$ cat config.mk
export PLATFORM = sky130hd
export DESIGN_NAME = pipe_stage_reg
export DESIGN_NICKNAME = d
export VERILOG_FILES = /design/src/rtl/pipe_stage_reg.sv
export SDC_FILE = /design/constraint.sdc
export NUM_CORES = 1
export LEC_CHECK = 0
export CELL_PAD_IN_SITES_DETAIL_PLACEMENT = 0
export CELL_PAD_IN_SITES_GLOBAL_PLACEMENT = 2
export CORE_UTILIZATION = 39
export DETAILED_ROUTE_END_ITERATION = 10
export DONT_BUFFER_PORTS = 1
export PLACE_DENSITY_LB_ADDON = 0.1
export SLEW_MARGIN = 20
export SYNTH_ARGS = -nofsm -noshare
export SYNTH_HDL_FRONTEND = slang
export SYNTH_SLANG_ARGS = --single-unit
$ cat constraint.sdc
create_clock -name clk -period 2 [get_ports clk]
set_input_delay 0.3 -clock clk [delete_from_list [all_inputs] [get_ports clk]]
set_output_delay 0.3 -clock clk [all_outputs]
set_load 0.05 [all_outputs]
$ cat src/rtl/pipe_stage_reg.sv
`default_nettype none
// ============================================================================
//  Module      : pipe_stage_reg
//  Description : Inter-stage pipeline register with valid/ready handshake,
//                optional 2-entry skid buffer, flush-to-NOP and a saturating
//                downstream bubble counter.
//  Revision    : 1.0  initial release
// ============================================================================
module pipe_stage_reg #(
  parameter int              DATA_W  = 32,
  parameter logic [DATA_W-1:0] NOP_VAL = '0,
  parameter bit              SKID    = 1'b1,
  parameter int              CNT_W   = 16
) (
  input  logic              clk,
  input  logic              rst,
  input  logic              flush,
  input  logic              in_valid,
  output logic              in_ready,
  input  logic [DATA_W-1:0] in_data,
  output logic              out_valid,
  input  logic              out_ready,
  output logic [DATA_W-1:0] out_data,
  output logic [1:0]        occupancy,
  output logic [CNT_W-1:0]  bubble_cnt
);

  localparam logic [CNT_W-1:0] CNT_MAX = '1;

  // Registered state. ready_q is the registered image of reset release, so
  // in_ready stays low while in reset and rises on the first edge after it.
  logic              ready_q;
  logic              main_v;
  logic [DATA_W-1:0] main_d;
  logic              skid_v;
  logic [DATA_W-1:0] skid_d;

  logic              main_v_nxt;
  logic [DATA_W-1:0] main_d_nxt;
  logic              skid_v_nxt;
  logic [DATA_W-1:0] skid_d_nxt;

  logic              accept;
  logic              issue;

  assign out_valid = main_v;
  assign out_data  = main_d;
  assign accept    = in_valid & in_ready;
  assign issue     = main_v & out_ready;

  // In skid mode in_ready depends only on registers; otherwise it follows
  // out_ready combinationally so a full entry can be replaced every cycle.
  if (SKID) begin : g_skid_ready
    assign in_ready = ready_q & ~skid_v;
  end else begin : g_single_ready
    assign in_ready = ready_q & (~main_v | out_ready);
  end

  // Next-state for the main and skid entries; flush wins over everything and
  // an empty entry always carries NOP_VAL.
  always_comb begin
    main_v_nxt = main_v;
    main_d_nxt = main_d;
    skid_v_nxt = skid_v;
    skid_d_nxt = skid_d;
    if (flush) begin
      main_v_nxt = 1'b0;
      main_d_nxt = NOP_VAL;
      skid_v_nxt = 1'b0;
      skid_d_nxt = NOP_VAL;
    end else if (SKID) begin
      if (skid_v) begin
        // in_ready is low here, so only the skid-to-main move can occur.
        if (issue) begin
          main_d_nxt = skid_d;
          skid_v_nxt = 1'b0;
          skid_d_nxt = NOP_VAL;
        end
      end else if (!main_v) begin
        if (accept) begin
          main_v_nxt = 1'b1;
          main_d_nxt = in_data;
        end
      end else if (issue) begin
        if (accept) begin
          main_d_nxt = in_data;
        end else begin
          main_v_nxt = 1'b0;
          main_d_nxt = NOP_VAL;
        end
      end else if (accept) begin
        skid_v_nxt = 1'b1;
        skid_d_nxt = in_data;
      end
    end else begin
      if (accept) begin
        main_v_nxt = 1'b1;
        main_d_nxt = in_data;
      end else if (issue) begin
        main_v_nxt = 1'b0;
        main_d_nxt = NOP_VAL;
      end
    end
  end

  // Entry registers and registered occupancy.
  always_ff @(posedge clk or negedge rst) begin
    if (!rst) begin
      ready_q   <= 1'b0;
      main_v    <= 1'b0;
      main_d    <= NOP_VAL;
      skid_v    <= 1'b0;
      skid_d    <= NOP_VAL;
      occupancy <= 2'd0;
    end else begin
      ready_q   <= 1'b1;
      main_v    <= main_v_nxt;
      main_d    <= main_d_nxt;
      skid_v    <= skid_v_nxt;
      skid_d    <= skid_d_nxt;
      occupancy <= {1'b0, main_v_nxt} + {1'b0, skid_v_nxt};
    end
  end

  // Saturating count of cycles where downstream was ready but got nothing.
  always_ff @(posedge clk or negedge rst) begin
    if (!rst) begin
      bubble_cnt <= '0;
    end else if (out_ready && !main_v && (bubble_cnt != CNT_MAX)) begin
      bubble_cnt <= bubble_cnt + CNT_W'(1);
    end
  end

endmodule
`default_nettype wire

==> flow_metrics.tcl, run 1 <==
set metrics [dict create \
    r2r_setup_slack_ps 200 \
    synthCells 376 \
    cts_root_buf "clkbuf_8" \
    synthFlopType "dfrtp_1" \
    path_class "reg2reg" \
    finish.utilization_pct 47.2 \
    core_area_mm2 0.00937 \
    whs_ps -375 \
    violations "negative hold slack" \
    r2r-end "skid_d[5]$_DFFE_PN0P_" \
    hold_class "in2async" \
    reg2reg_from "ready_q$_DFF_PN0_" \
    clock_path_buffers 2 \
    grt_first_pass_wirelength_mm 14.6 \
    leakage_uw 0.00215 \
    finalNonFillerCells 527 \
    cp-startpoint "ready_q$_DFF_PN0_" \
    report.final.hold_viol_count 85 \
    cts.htree.levels 3 \
    io_buffers 0 \
    drive_gt1_share_pct 15.1 \
    peakVddDrop_mv 0.490 \
    rsz0062_at_grt "false" \
    antenna_found_initial 0 \
    synth_cell_types 44 \
    clkPwrFrac_pct 32.5 \
    reg2reg_depth 5 \
    cts_made_buffers 9 \
    fin_crit_ps 1800 \
    postLayoutCellArea_mm2 0.00443 \
    worst_slew_pin_slew_ps 667 \
    synth-seq-cells 85 \
    hpwlAfterDp_mm 5.78 \
    cts.sinks 85 \
    firstDrtPassIters 4 \
    status "complete, but fails checks" \
    drt_wl_total_mm 9.15 \
    die_w_um 101 \
    async_flop_share_pct 100 \
    p_int_uw 3130 \
    synth_edf_count 0 \
    p_sw_share_pct 34.4 \
    antennaDiodeCount 0 \
    ys_warn_count 0 \
    pwr-share-comb_pct 19.2 \
    clock_skew_ps 14.6 \
    ant_nets 0 \
    drv_slew 0 \
    syn_to_final_growth_pct 15.2 \
    fmax_mhz 554 \
    syn_area_per_cell_um2 10.2 \
    maxCapViolCount 0 \
    layout_common_cells "dfrtp_1, nand2_1, inv_1, o21ai_0" \
    grt_overflow 0 \
    drt_first_iter_violations 128 \
    fillers 915 \
    cts_setup_buffers 0 \
    crit_path_start_kind "register" \
    tns_ps 0 \
    crit_path_end_kind "register" \
    pwr_density_cell_mw_per_mm2 1080 \
    gp_congestion 0.751 \
    synth.largest_area_cell "dfrtp_1" \
    cts_tree "built" \
    dieArea_mm2 0.0103 \
    wl_per_cell_um 17.4 \
    min_period_over_period_pct 90.2 \
    grt.total_usage_pct 19.0 \
    finalSetupViolations 0 \
    yosysSeqAreaShare_pct 55.4 \
    switchingPower_uw 1640 \
    relSlewSlack_pct 55.4 \
    required_ps 2270 \
    seq_power_share_pct 48.3 \
    clock_latency_ps 360 \
    die_y_um 101 \
    vias 2719 \
    drc 0 \
    start_util_pct 41.0 \
    mostFrequentLayoutCell "dfrtp_1" \
    synth_top_area_share_pct 55.4 \
    vias_per_cell 5.16 \
    grt_max_degree 86 \
    syn_nets 415 \
    grt_pass1_vias 2734 \
    arrival_ps 2070 \
    num_rows 35 \
    synth_area_leaders "dfrtp_1, mux2i_1, nand2_1, a22oi_1, o21ai_0" \
    pin_count 89 \
    dpl_cell_area_mm2 0.00417 \
    path_clk_slew_ps 90 \
    netlist_area_mm2 0.00384 \
    dp_cells 511 \
    fin_nets 432 \
    crit_fanout 19 \
]
## power groups by stage
stage / registers [uW] / clock network, uW / logic (uW)
2_1_floorplan: 2590 / 0 / 384
3_3_place_gp: 2330 / 0 / 906
3_5_place_dp: 2340 / 0 / 921
4_1_cts: 2300 / 1580 / 921
5_1_grt: 2330 / 1660 / 993
6_report: 2300 / 1550 / 913
## area by class of cell
type | count | area (um2) | share of cell area (%)
clock buffer | 11 | 151 | 3.42
timing repair buffer | 27 | 228 | 5.14
clock inverter | 5 | 106 | 2.40
multi-input combinational | 237 | 1530 | 34.5
sequential | 85 | 2130 | 48.1
inverter | 33 | 124 | 2.80
tap | 129 | 161 | 3.65
## registers in the layout, indices dropped and copies added (netlist names)
signal,flops
out_data,32
skid_d,32
bubble_cnt,16
occupancy,2
out_valid,1
ready_q,1
skid_v,1
## per-layer routing
metal | wire [um] | track usage (%) | vias up
li1 | - | - | 1313
met1 | 4190 | 26.0 | 1328
met2 | 4190 | 29.0 | 66
met3 | 639 | 5.45 | 12
met4 | 126 | 6.35 | 0
met5 | 0 | 0 | -
## synthesized netlist by cell type, drive strengths merged, types with 3 or more instances
| library cell | instances |
|---|---|
| nor3 | 4 |
| a31oi | 4 |
| buf | 6 |
| xor2 | 5 |
| xnor2 | 3 |
| a21oi | 10 |
| clkbuf | 15 |
| a22oi | 32 |
| nand4 | 4 |
| o21ai | 35 |
| dfrtp | 85 |
| nor2 | 9 |
| mux2i | 32 |
| nand2 | 74 |
| and3 | 3 |
| inv | 33 |
## worst max-delay path, cell delays in order, from the launching register on
cell and delay [ps]:
dfrtp_1 400, nand2_1 90, o21ai_0 150, a21oi_4 590
buf_12 270, mux2i_1 210
## logic make-up after synthesis
group / Yosys count / share of synthesized area, %
flip-flops: 85 / 55.4
XOR/XNOR: 8 / 1.82
adder cells (fa/ha/maj): 2 / 0.651
AO/OA/AOI/OAI: 86 / 14.6
other: 1 / 0.0976
multiplexers: 33 / 8.73
buffers and inverters: 54 / 5.93
AND/OR/NAND/NOR: 107 / 12.8
## how the worst max path moves through the flow
stage | slack (ps) | endpoint | depth (start not counted)
2_1_floorplan | 120 | bubble_cnt[1]$_DFFE_PN0P_ | 4
3_3_place_gp | 180 | out_data[8]$_DFFE_PN0P_ | 4
3_5_place_dp | 110 | out_data[8]$_DFFE_PN0P_ | 4
4_1_cts | 110 | out_data[8]$_DFFE_PN0P_ | 4
5_1_grt | 80 | skid_d[5]$_DFFE_PN0P_ | 5
6_report | 200 | skid_d[5]$_DFFE_PN0P_ | 5
## per-stage QoR
| step | hold WS [ps] | setup WS (ps) | total power, uW |
|---|---|---|---|
| 2_1_floorplan | 4.41 | 117 | 2970 |
| 3_3_place_gp | 6.35 | 177 | 3240 |
| 3_5_place_dp | 6.88 | 113 | 3260 |
| 4_1_cts | -389 | 107 | 4810 |
| 5_1_grt | -405 | 84.8 | 4980 |
| 6_report | -375 | 196 | 4760 |
## what timing repair did
item | in CTS | in global routing
endpoints found under the hold margin | 85 | 85
resized for setup | 0 | 1
setup endpoints to repair | 0 | 3
Power figures use the tool's default switching activity.
==> run 2: changes to the inputs <==
--- a/config.mk
+++ b/config.mk
@@ -7,7 +7,8 @@
 export LEC_CHECK = 0
 export CELL_PAD_IN_SITES_DETAIL_PLACEMENT = 0
 export CELL_PAD_IN_SITES_GLOBAL_PLACEMENT = 2
-export CORE_UTILIZATION = 39
+export CORE_UTILIZATION = 41
+export CTS_BUF_LIST = sky130_fd_sc_hd__clkbuf_8
 export DETAILED_ROUTE_END_ITERATION = 10
 export DONT_BUFFER_PORTS = 1
 export PLACE_DENSITY_LB_ADDON = 0.1
==> flow_metrics.tcl, run 2 (synthesis results as in run 1) <==
set metrics [dict create \
    violations "negative hold slack" \
    cts.sinks 85 \
    relSlewSlack_pct 57.4 \
    maxCapViolCount 0 \
    cts_setup_buffers 0 \
    dp_cells 490 \
    clock_skew_ps 16.8 \
    dieArea_mm2 0.00976 \
    core_area_mm2 0.00889 \
    antennaDiodeCount 0 \
    crit_path_end_kind "register" \
    crit_fanout 32 \
    gp_congestion 0.727 \
    syn_to_final_growth_pct 13.2 \
    worst_slew_pin_slew_ps 640 \
    antenna_found_initial 0 \
    drt_wl_total_mm 8.78 \
    crit_path_start_kind "register" \
    layout_common_cells "dfrtp_1, nand2_1, inv_1" \
    finalSetupViolations 0 \
    report.final.hold_viol_count 85 \
    drt_first_iter_violations 88 \
    arrival_ps 1920 \
    fin_nets 432 \
    firstDrtPassIters 4 \
    path_class "reg2reg" \
    fmax_mhz 583 \
    fillers 871 \
    wl_per_cell_um 17.4 \
    grt_first_pass_wirelength_mm 14.7 \
    hold_class "in2async" \
    pwr_density_cell_mw_per_mm2 1040 \
    vias 2741 \
    die_y_um 98.8 \
    path_clk_slew_ps 90 \
    clock_latency_ps 350 \
    grt.total_usage_pct 19.5 \
    reg2reg_depth 4 \
    required_ps 2200 \
    vias_per_cell 5.42 \
    ant_nets 0 \
    drv_slew 0 \
    cts_root_buf "clkbuf_8" \
    layout_setup_ws_ps 284 \
    hpwlAfterDp_mm 5.46 \
    min_period_over_period_pct 85.8 \
    dpl_worst_slack_ps 248 \
    drive_gt1_share_pct 14.3 \
    io_buffers 0 \
    clock_path_buffers 2 \
    cts.htree.levels 3 \
    drc 0 \
    cts_tree "built" \
    pin_count 89 \
    cts_made_buffers 9 \
    num_rows 34 \
    status "complete, but fails checks" \
    finalNonFillerCells 506 \
    grt_overflow 0 \
    fin_crit_ps 1720 \
    whs_ps -368 \
    rsz0062_at_grt "false" \
    leakage_uw 0.00214 \
    tns_ps 0 \
    grt_max_degree 86 \
    die_w_um 98.8 \
    cts_resized 0 \
    start_util_pct 43.2 \
    peakVddDrop_mv 0.496 \
    grt_pass1_vias 2833 \
    mostFrequentLayoutCell "dfrtp_1" \
]
## run 2: area by class of cell
type | count | area, um2 | share of cell area (%)
flip-flops and latches | 85 | 2130 | 49.0
repair buffers | 27 | 228 | 5.24
clock inverters | 7 | 91.3 | 2.10
inverters | 33 | 124 | 2.85
well taps | 108 | 135 | 3.11
multi-input cells | 237 | 1520 | 34.9
clock buffers | 9 | 124 | 2.85
## run 2: worst paths after layout
path                                   startpoint                   endpoint  slack (ps)
hold reg to reg            skid_d[24]$_DFFE_PN0P_     skid_d[24]$_DFFE_PN0P_         520
setup / recovery              out_valid$_DFF_PN0_    out_data[1]$_DFFE_PN0P_         280
min in group clk                            flush        out_valid$_DFF_PN0_          30
max in group asynchronous                     rst     skid_d[19]$_DFFE_PN0P_        2210
setup reg to reg              out_valid$_DFF_PN0_    out_data[1]$_DFFE_PN0P_         280
hold / removal                                rst  bubble_cnt[1]$_DFFE_PN0P_        -370
## run 2: per-layer routing
layer	part of all wire, %	up-vias	global-route usage [%]
met5	0	-	0
met4	1.3	0	7.23
met3	7.4	10	6.03
met2	47	67	31.2
met1	45	1351	24.8
li1	-	1313	-
## run 2: per-stage QoR
stage | hold slack (ps) | instance area (um2) | utilization, % | power (uW)
6_report | -368 | 4350 | 48.9 | 4530
5_1_grt | -397 | 4350 | 48.9 | 4750
4_1_cts | -382 | 4350 | 48.9 | 4580
3_5_place_dp | 6.75 | 4130 | 46.5 | 3250
3_3_place_gp | 6.24 | 4130 | 46.5 | 3230
2_1_floorplan | 4.41 | 3840 | - | 2970
## run 2: critical path, cell delays in order, from the launching register on
cell and delay [ps]:
dfrtp_1 430, a21o_1 230, a31oi_4 140, or2_2 550, o21ai_0 200
## run 2: report_power, final
group	leakage [uW]	internal [uW]	total [uW]	switching [uW]
sequential	0.00111	1920	2300	385
clock	0.000108	700	1320	621
combinational	0.000924	304	904	600
total	0.00214	2920	4530	1610
